<file path="config.mk">
export PLATFORM = sky130hd
export DESIGN_NAME = dam_feeder
export DESIGN_NICKNAME = d
export VERILOG_FILES = /design/src/rtl/dam_feeder.sv
export SDC_FILE = /design/constraint.sdc
export NUM_CORES = 1
export LEC_CHECK = 0
export ABC_AREA = 1
export CAP_MARGIN = 20
export CORE_ASPECT_RATIO = 1.25
export CORE_UTILIZATION = 35
export CTS_BUF_LIST = sky130_fd_sc_hd__clkbuf_4 sky130_fd_sc_hd__clkbuf_8
export DETAILED_ROUTE_END_ITERATION = 10
export RECOVER_POWER = 25
export SLEW_MARGIN = 20
export SYNTH_ARGS = -nofsm -noshare
export SYNTH_HDL_FRONTEND = slang
export SYNTH_SLANG_ARGS = --single-unit
</file>
<file path="constraint.sdc">
create_clock -name clk -period 8.2 [get_ports clk]
set_input_delay 2.46 -clock clk [delete_from_list [all_inputs] [get_ports clk]]
set_output_delay 2.46 -clock clk [all_outputs]
set_load 0.02 [all_outputs]
</file>
<file path="src/rtl/dam_feeder.sv">
`default_nettype none
// +--------------------------------------------------------------------------+
// | dam_feeder: command, slot-tag and result buffering for the DiffAddMul core |
// | Rev 1.0                                                                    |
// +--------------------------------------------------------------------------+
module dam_feeder #(
  parameter int CMD_DEPTH = 4,
  parameter int RES_DEPTH = 4,
  parameter int TAG_DEPTH = 8
) (
  input  logic       clk,
  input  logic       rst,
  input  logic       cmd_valid,
  output logic       cmd_ready,
  input  logic [7:0] cmd_i,
  input  logic [7:0] cmd_j,
  input  logic [7:0] cmd_k,
  input  logic       cmd_op,
  output logic [7:0] core_i,
  output logic [7:0] core_j,
  output logic [7:0] core_k,
  output logic       core_op,
  input  logic       core_in_valid,
  input  logic [7:0] core_vo,
  input  logic       core_out_valid,
  output logic       res_valid,
  input  logic       res_ready,
  output logic [7:0] res_data,
  output logic       err
);
  localparam int CW = $clog2(CMD_DEPTH);
  localparam int RW = $clog2(RES_DEPTH);
  localparam int TW = $clog2(TAG_DEPTH);
  localparam logic [CW:0]   CMD_FULL  = (CW+1)'(CMD_DEPTH);
  localparam logic [TW:0]   TAG_FULL  = (TW+1)'(TAG_DEPTH);
  localparam logic [RW+1:0] RES_LIMIT = (RW+2)'(RES_DEPTH);

  logic [24:0]          cmd_mem_q [CMD_DEPTH];
  logic [CW-1:0]        cmd_wr_q, cmd_rd_q;
  logic [CW:0]          cmd_cnt_q, cmd_cnt_d;
  logic [TAG_DEPTH-1:0] tag_mem_q;
  logic [TW-1:0]        tag_wr_q, tag_rd_q;
  logic [TW:0]          tag_cnt_q, tag_cnt_d;
  logic [7:0]           res_mem_q [RES_DEPTH];
  logic [RW-1:0]        res_wr_q, res_rd_q;
  logic [RW:0]          res_cnt_q, res_cnt_d;
  logic [RW:0]          inflight_q, inflight_d;
  logic [7:0]           res_data_q, res_data_d;
  logic                 err_q, err_d;

  logic          real_ok, tag_full, tag_empty;
  logic          cmd_push, issue_real, tag_push, tag_pop, res_push, res_pop;
  logic [RW+1:0] credit_used;
  logic [24:0]   cmd_head;
  logic [RW-1:0] res_rd_next;

  always_comb begin
    cmd_head    = cmd_mem_q[cmd_rd_q];
    tag_full    = (tag_cnt_q == TAG_FULL);
    tag_empty   = (tag_cnt_q == '0);
    // Results queued plus real slots still inside the core never exceed RES_DEPTH.
    credit_used = {1'b0, res_cnt_q} + {1'b0, inflight_q};
    real_ok     = (cmd_cnt_q != '0) && (credit_used < RES_LIMIT) && !tag_full;

    cmd_push    = cmd_valid && cmd_ready;
    issue_real  = core_in_valid && real_ok;
    tag_push    = core_in_valid && !tag_full;
    tag_pop     = core_out_valid && !tag_empty;
    res_push    = tag_pop && tag_mem_q[tag_rd_q];
    res_pop     = res_valid && res_ready;

    err_d       = err_q | (core_in_valid && tag_full) | (core_out_valid && tag_empty);
    cmd_cnt_d   = cmd_cnt_q + (CW+1)'(cmd_push) - (CW+1)'(issue_real);
    tag_cnt_d   = tag_cnt_q + (TW+1)'(tag_push) - (TW+1)'(tag_pop);
    res_cnt_d   = res_cnt_q + (RW+1)'(res_push) - (RW+1)'(res_pop);
    inflight_d  = inflight_q + (RW+1)'(issue_real) - (RW+1)'(res_push);

    // res_data tracks the head that will be visible after this edge.
    res_rd_next = res_rd_q + 1'b1;
    res_data_d  = res_data_q;
    if (res_pop) begin
      if (res_cnt_q > (RW+1)'(1)) begin
        res_data_d = res_mem_q[res_rd_next];
      end else if (res_push) begin
        res_data_d = core_vo;
      end
    end else if (!res_valid && res_push) begin
      res_data_d = core_vo;
    end
  end

  always_ff @(posedge clk) begin
    if (rst) begin
      cmd_wr_q   <= '0;
      cmd_rd_q   <= '0;
      cmd_cnt_q  <= '0;
      tag_wr_q   <= '0;
      tag_rd_q   <= '0;
      tag_cnt_q  <= '0;
      res_wr_q   <= '0;
      res_rd_q   <= '0;
      res_cnt_q  <= '0;
      inflight_q <= '0;
      res_data_q <= '0;
      err_q      <= 1'b0;
    end else begin
      if (cmd_push)   cmd_wr_q <= cmd_wr_q + 1'b1;
      if (issue_real) cmd_rd_q <= cmd_rd_q + 1'b1;
      if (tag_push)   tag_wr_q <= tag_wr_q + 1'b1;
      if (tag_pop)    tag_rd_q <= tag_rd_q + 1'b1;
      if (res_push)   res_wr_q <= res_wr_q + 1'b1;
      if (res_pop)    res_rd_q <= res_rd_next;
      cmd_cnt_q  <= cmd_cnt_d;
      tag_cnt_q  <= tag_cnt_d;
      res_cnt_q  <= res_cnt_d;
      inflight_q <= inflight_d;
      res_data_q <= res_data_d;
      err_q      <= err_d;
    end
  end

  // Storage arrays carry no reset; pointers and counts define validity.
  always_ff @(posedge clk) begin
    if (cmd_push) cmd_mem_q[cmd_wr_q] <= {cmd_i, cmd_j, cmd_k, cmd_op};
    if (tag_push) tag_mem_q[tag_wr_q] <= issue_real;
    if (res_push) res_mem_q[res_wr_q] <= core_vo;
  end

  assign cmd_ready = (cmd_cnt_q != CMD_FULL);
  assign core_i    = real_ok ? cmd_head[24:17] : 8'd0;
  assign core_j    = real_ok ? cmd_head[16:9]  : 8'd0;
  assign core_k    = real_ok ? cmd_head[8:1]   : 8'd0;
  assign core_op   = real_ok ? cmd_head[0]     : 1'b1;
  assign res_valid = (res_cnt_q != '0);
  assign res_data  = res_data_q;
  assign err       = err_q;

endmodule
`default_nettype wire

</file>
* Yosys cells after proc, flatten, opt, wreduce, memory -nomap -nowiden *
Memory sizes are Yosys's and may differ from the RTL's. A register that Yosys moved wholly into a read port is not among the register bits.
Cells that the tools add are included.

storage, ports and cells
  register bits = 44
  word-level logic and storage cells = 79
  ROM bits = 0
  memories kept = 2
  latch bits = 0
  bits in writable memories = 132
  bits of input ports = 39
  output and inout bits = 36

cells by class
  multiply operators = 0
  divide/modulo/power cells = 0
  magnitude comparators = 5
  equality and inequality tests = 3
  reductions and logical operators = 20
  mux-type cells = 19
  bitwise logic cells = 2
  shift-type cells = 0
  $add $sub $neg = 15

memory list
  memory     depth  bits a word  read ports  clocked after Yosys merged registers in  wr ports  RTL line  RTL
  cmd_mem_q  4      25           1           1                                        1         38        logic [24:0] cmd_mem_q [CMD_DEPTH];
  res_mem_q  4      8            1           0                                        1         44        logic [7:0] res_mem_q [RES_DEPTH];

operators with widths
  operator                                              count
  two-way mux 8 bit                                     7
  logical AND 1 bit                                     12
  adder 3 x 1 -> 3 bit                                  3
  subtractor 3 x 1 -> 3 bit                             3
  adder 2 x 1 -> 2 bit (second input constant)          4
  bitwise mux 8 bit                                     1
  < comparator 3 x 4 -> 1 bit (second input constant)   2
  two-way mux 1 bit                                     7
  adder 3 x 1 -> 3 bit (second input constant)          2
  nonzero test 3 bit                                    2
  adder 3 x 3 -> 4 bit                                  1
  adder 4 x 1 -> 4 bit                                  1
  equality test 4 bit (second input constant)           1
  zero test 4 bit                                       1
  < comparator 4 x 3 -> 1 bit (second input constant)   1
  two-way mux 2 bit                                     2
  subtractor 4 x 1 -> 4 bit                             1
  binary-select mux 1 bit (select 3 bit)                1
  demux 1 bit (select 3 bit)                            1
  >= comparator 3 x 1 -> 1 bit (second input constant)  1
  > comparator 3 x 1 -> 1 bit (second input constant)   1
  zero test 1 bit                                       3
  != test 3 x 2 -> 1 bit (second input constant)        1
  != test 3 bit (second input constant)                 1
  3 further kinds                                       4

* Longest topological paths before layout *
Gate-level depths: netlist (run 1).

  depth after elaboration = 7
  mapped depth = 15

* Worst setup path before layout (run 1) *
No wires, ideal clock.

  path type = input to register
  start point = input core_out_valid
  end point = register inflight_q[2]
  data required time = 8.077 ns
  cell stages on the path = 12
  library setup time = 0.123 ns
  arrival = 4.153 ns
  setup slack = 3.925 ns
  cells stage by stage = inv_1 a31oi_4 nand3_2 inv_1 ha_1 inv_1 ha_1 inv_1 fa_1 xor2_1 o21ai_0 a21oi_1

between the ends
  cells in the longest elaborated chain, start to end = 3

ends and longest elaborated chain
  item                       RTL line  RTL
  start, declared            25        input logic core_out_valid,
  logical AND 1 bit          68        tag_pop = core_out_valid && !tag_empty;
  named net tag_pop          52        logic cmd_push, issue_real, tag_push, tag_pop, res_push, res_pop;
  logical AND 1 bit          69        res_push = tag_pop && tag_mem_q[tag_rd_q];
  named net res_push         52
  subtractor 3 x 1 -> 3 bit  76        inflight_d = inflight_q + (RW+1)'(issue_real) - (RW+1)'(res_push);
  end signal, assigned       116       inflight_q <= inflight_d;
  end, declared              47        logic [RW:0] inflight_q, inflight_d;

The timed path passes the listed nets, and every way through them passes these cells.
A chain may end at the register's enable or synchronous reset.

==> summary.md, run 1 <==
| Metric | Value |
|---|---|
| Clock-pin transition on the worst setup and hold timing paths | `roughly 90 ps` |
| Synth Flop Type | `edfxtp_1` |
| Initial Util | `0.362` |
| Layout net count | `861` |
| Synth area leaders | `edfxtp_1, dfxtp_1, nor2_1` |
| HPWL after DPL | `~9.5 mm` |
| RSZ-0062 raised after global routing | `no` |
| WL final | `around 15 mm` |
| TritonCTS clock tree | `built` |
| Type of the worst min-delay path | `flip-flop to flip-flop` |
| YS warnings | `0` |
| Number of global-route vias before repair | `slightly below 5k` |
| Clock buffer depth | `2` |
| # rows | `59` |
| DRT Pass-1 Iters | `7` |
| Leakage | `about 3.4 nW` |
| Cell area after synthesis | `roughly 0.0076 mm^2` |
| Setup Buffers After CTS | `0` |
| Period utilization | `0.764` |
| Post-CTS Hold Fix Bufs | `0` |
| First-pass GRT wire length | `between 20 and 25 mm` |
| Max-cap viol count | `0` |
| # DRC | `0` |
| Most common cell in the netlist | `nor2_1` |
| Critical Path RT | `5740 ps` |
| Mean Syn Cell Area | `10.6 um^2` |
| Iter 0 DRT Violations | `roughly 260` |
| CTS resizes | `0` |
| Post-synth EDFFs | `140` |
| Initial antenna violation count | `0` |
| Syn nets | `between 700 and 800` |
| Final core utilization | `0.431` |
| WP data arrival | `3800 ps` |
| Core area | `0.0210 mm^2` |
| Root buffer cell | `clkbuf_8` |
| Vias | `4970` |
| CP max FO | `26` |
| WS Path Type | `flip-flop to primary output` |
| Die Area | `approximately 0.022 mm^2` |
| Yosys top cell by area | `edfxtp_1` |
| ANT nets after route | `0` |
| Sequential area share after synthesis | `0.652` |
| Filler Cells Inserted | `between 2k and 2.5k` |
| Max Fclk | `160 MHz` |
| Syn-to-layout area delta | `19.0%` |
| Synth async-reset ratio | `0` |
| Setup TNS | `0 ps` |
| Worst-Margin Slew | `between 1000 and 1500 ps` |
| Crit path capture type | `primary output` |
| Final Max Tran Viols | `0` |
| Wire per inst | `approximately 14 um` |
| TritonCTS Buffers | `17` |
| Worst-Skew Late Latency | `approximately 460 ps` |
| Commonest cells in the netlist | `nor2_1, edfxtp_1, nand2_1` |
| Width of the die | `around 130 um` |
| Clock Sinks | `roughly 180` |
| Setup crit start kind | `flip-flop` |
| Post-route design area | `0.00906 mm^2` |
| VDD IR max | `0.140 mV` |
| Share of the synthesized area in the top cell type | `0.552` |
| Synthesis-stage register bit count | `between 150 and 200` |
| Clk_skew | `around 15 ps` |
| Share of post-route cells with drive strength above 1 | `0.0759` |
| Die height | `around 170 um` |
| Total gr overflow | `0` |
| Minimum clock period | `between 6000 and 7000 ps` |
| GP Congestion | `approximately 0.75` |
| Final setup vio count | `0` |
| Total I/O pin count | `75` |
| Relative max-transition margin | `0.272` |
| Outcome | `finished clean` |
| Area after DPL | `approximately 0.0086 mm^2` |
| Synth cell types | `32` |
| H-tree Lvls | `4` |
| I/O Buffers | `74` |
| Pin count of the biggest net entering global routing | `51` |
| Final Hold Viols | `0` |
| Pwr Density | `approximately 320 mW/mm^2` |
| Cells after synthesis | `716` |
| GRT Total Usage | `0.142` |
| Post-DR vias/cell | `approximately 4.6` |
-- per-stage QoR --
stage / instances / hold slack [ps] / setup WS, ps / power (W)
final: 1079 / 471 / 1940 / 0.00288
after global routing: 1078 / 510 / 1590 / 0.00309
after CTS: 1078 / 477 / 1790 / 0.00293
after detailed placement: 1046 / 461 / 2330 / 0.00230
after global placement: 1046 / 455 / 2380 / 0.00229
after floorplan: 716 / 436 / 3920 / 0.00191
-- power by group --
part,internal [W],switching (W)
clock,0.000261,0.000350
sequential,0.00112,0.0000814
combinational,0.000404,0.000657
-- routing by layer --
layer	up-vias	part of all wire	global-route usage
met4	0	0.016	0.0598
li1	2542	-	-
met5	-	0	0
met1	2323	0.47	0.179
met2	89	0.48	0.238
met3	16	0.034	0.0256
-- flip-flops by register name (all words and copies together) (netlist names), named ones only --
register	cells
tag_mem_q	8
res_data	8
cmd_wr_q	2
tag_cnt_q	4
res_rd_q	2
cmd_cnt_q	3
res_cnt_q	3
cmd_mem_q	100
inflight_q	3
res_mem_q	32
res_wr_q	2
tag_rd_q	3
tag_wr_q	3
err	1
cmd_rd_q	2
-- area by class of cell --
type                            count  area (um^2)  share of cell area
Sequential cell                   178         4960               0.548
Clock buffer                       17          234              0.0258
Multi-Input combinational cell    439         2260               0.250
Inverter                           75          282              0.0311
Antenna cell                        1         2.50            0.000276
Tap cell                          274          343              0.0378
Clock inverter                     15          184              0.0203
Timing Repair Buffer               80          786              0.0867
-- critical path, stage by stage, from the launching register on --
cell and delay (ps):
dfxtp_1 1050, clkinv_1 1080, nor2_1 280, o21ai_0 110
a21oi_1 190, clkdlybuf4s50_1 640
-- kinds of logic (layout without fill, tap and decap cells) --
family	after synthesis	in the layout	synth area share
other	0	1	0
and+or+nand+nor	283	283	0.152
buffers and inverters	99	187	0.0519
adders and majority gates	31	31	0.0549
xor gates and xnor gates	4	4	0.00460
DFF	178	178	0.652
AOI/OAI and AO/OA	121	121	0.0846
-- final timing paths --
check                      end  slack (ps)  depth (start not counted)         start
setup reg to reg  cmd_cnt_q[2]        5390                         15  tag_cnt_q[2]
hold reg to reg    cmd_rd_q[1]         470                          2   cmd_rd_q[1]
setup / recovery     core_i[2]        1940                          5     flip-flop
hold / removal     cmd_rd_q[1]         470                          2   cmd_rd_q[1]
-- cells in the final DEF (no fill, tap or decap), drive strengths merged --
cell type      instances
xnor2                  1
ha                    27
dfxtp                 38
clkbuf                17
or2                    1
clkinvlp               1
nand3b                 1
nand4                  1
o22ai                  1
dlygate4sd3           23
a211oi                 1
a31oi                  1
inv                   82
o221ai                 1
nor3                   1
fa                     4
bufinv                 1
diode                  1
nand2                109
clkdlybuf4s50         51
nand3                 28
o21ai                 67
a21oi                 50
clkinv                 6
nor2                 142
buf                    6
xor2                   3
edfxtp               140
(Power assumes the default switching activity.)
==> run 2: changes to the inputs <==
- clock period: 8.2 -> 5.5 ns (I/O delays scaled with it)
==> run 2 against run 1 <==
  * Sequential cell count did not move
  * Sequential power rose by 48%
  * Combinational power rose by 52%
  * Hold slack improved by 12 ps
  * Critical path depth rose by 3
  * Total power rose by 49%
  * Wire length rose by 3.4%
  * Clock power rose by 46%
  * Worst setup slack got worse by 1000 ps
  * Final cell count rose by 0.19%
  * Die area did not move
  * Highest routed layer unchanged
==> summary.md, run 2 (synthesis gave the netlist of run 1 again) <==
| Metric | Value |
|---|---|
| CP max FO | `24` |
| Post-DR vias/cell | `~4.6` |
| Minimum clock period | `about 4600 ps` |
| Commonest non-fill, non-tap cells in the layout | `edfxtp_1, nor2_1, nand2_1` |
| I/O Buffers | `74` |
| Pwr Density | `about 470 mW/mm^2` |
| Critical Path RT | `~3900 ps` |
| Hold depth | `1` |
| TritonCTS Buffers | `17` |
| Setup Buffers After CTS | `0` |
| Clock buffer depth | `2` |
| Filler Cells Inserted | `around 2.0k` |
| Final setup vio count | `0` |
| CTS resizes | `0` |
| VDD IR max | `~0.21 mV` |
| Final Max Tran Viols | `0` |
| Max reg flops | `100` |
| Final hold slack | `483 ps` |
| Worst-Margin Slew | `around 890 ps` |
| Core area | `0.0210 mm^2` |
| Initial antenna violation count | `0` |
| Width of the die | `134 um` |
| Outcome | `finished clean` |
| Layout net count | `864` |
| WL final | `around 15 mm` |
| DRT Pass-1 Iters | `5` |
| Post-CTS Hold Fix Bufs | `0` |
| Vias | `approximately 5k` |
| Share of post-route cells with drive strength above 1 | `0.0781` |
| Pin count of the biggest net entering global routing | `51` |
| Total I/O pin count | `75` |
| Crit-path slowest cell | `clkdlybuf4s50_1` |
| Max-cap viol count | `0` |
| Largest regs | `cmd_mem_q: 100 flops, res_mem_q: 32 flops` |
| Slowest stage delay, CP | `~640 ps` |
| GRT Total Usage | `0.142` |
| Max Fclk | `217 MHz` |
| H-tree Lvls | `4` |
| Initial Util | `0.362` |
| Multi-input logic area | `roughly 0.0023 mm^2` |
| Root buffer cell | `clkbuf_8` |
| Register cell area after layout | `~0.005 mm^2` |
| Clock Sinks | `between 150 and 200` |
| Relative max-transition margin | `0.407` |
| Pre-CTS setup slack | `1310 ps` |
| Syn-to-layout area delta | `19.0%` |
| Leakage | `roughly 3.5 nW` |
| Most common cell type on the critical path | `inv_1` |
| Number of global-route vias before repair | `between 4k and 5k` |
| CP Cell Sequence | `inv_1, ha_1, nand3_1, o21ai_0, nor2_1, inv_1, a21oi_1, clkdlybuf4s50_1` |
| Largest Register | `cmd_mem_q` |
| Setup crit start kind | `flip-flop` |
| Setup TNS | `0 ps` |
| Die Area | `roughly 0.022 mm^2` |
| Final core utilization | `0.431` |
| # DRC | `0` |
| RSZ-0062 raised after global routing | `no` |
| Final Hold Viols | `0` |
| WS Path Type | `flip-flop to primary output` |
| Iter 0 DRT Violations | `256` |
| WP data arrival | `approximately 3000 ps` |
| Most common cell after layout, fill and taps aside | `edfxtp_1` |
| GP Congestion | `roughly 0.73` |
| Die height | `167 um` |
| First-pass GRT wire length | `~24 mm` |
| ANT nets after route | `0` |
| Depth of the worst register-to-register path | `15` |
| Wire per inst | `around 14 um` |
| Period utilization | `0.837` |
| Clock-pin transition on the worst setup and hold timing paths | `about 100 ps` |
| HPWL after DPL | `about 9.7 mm` |
| Type of the worst min-delay path | `flip-flop to flip-flop` |
| Worst-Skew Late Latency | `between 400 and 500 ps` |
| Final setup margin | `a little under 900 ps` |
| # rows | `59` |
| TritonCTS clock tree | `built` |
| ANT cells | `0` |
| Clk_skew | `~18 ps` |
| Crit path capture type | `primary output` |
| Total gr overflow | `0` |
[run 2: cell types whose count changed in the layout (fill, tap and decap cells not counted)]
| cell | change |
|---|---|
| buf_4 | +3 |
| clkinv_1 | +1 |
| clkinv_4 | +2 |
| clkinv_8 | -2 |
| diode_2 | -1 |
| inv_6 | -1 |
[run 2: worst max-delay path: cells and delay by family, from the launching register on]
family | cells | cell delay (ps)
AO/OA/AOI/OAI | 2 | 470
AND/OR/NAND/NOR | 2 | 370
buffers and inverters | 3 | 1140
flip-flops | 1 | 320
adder cells (fa/ha/maj) | 1 | 190
[run 2: worst paths after layout]
check / startpoint / end / slack, ps
min: cmd_rd_q[0] / cmd_rd_q[0] / 480
min reg2reg: cmd_rd_q[0] / cmd_rd_q[0] / 480
max reg2reg: tag_cnt_q[2] / cmd_cnt_q[2] / 2720
max: tag_cnt_q[2] / core_j[1] / 890
[run 2: power breakdown]
| part | internal [W] | switching [W] |
|---|---|---|
| clock network | 0.000380 | 0.000510 |
| logic | 0.000605 | 0.00100 |
| registers | 0.00167 | 0.0000994 |
[run 2: layer usage]
layer / wire length [um] / vias up / global-route usage
met1: 6880 / 2367 / 0.177
met3: 506 / 14 / 0.0314
met2: 7700 / 80 / 0.243
met4: 163 / 0 / 0.0459
met5: 0 / - / 0
li1: - / 2547 / -
[run 2: stage by stage]
step           area (um^2)  instances  power (W)
2_1_floorplan         7610        716    0.00284
6_report              9060       1081    0.00427
5_1_grt               9060       1081    0.00458
3_5_place_dp          8660       1049    0.00344
3_3_place_gp          8660       1049    0.00342
4_1_cts               9060       1081    0.00433
[run 2: cell type report]
type,count,area share
sequential,178,0.548
multi-input combinational,439,0.250
clock inverter,15,0.0181
inverter,75,0.0311
clock buffer,17,0.0258
tap,274,0.0378
timing repair buffer,83,0.0892
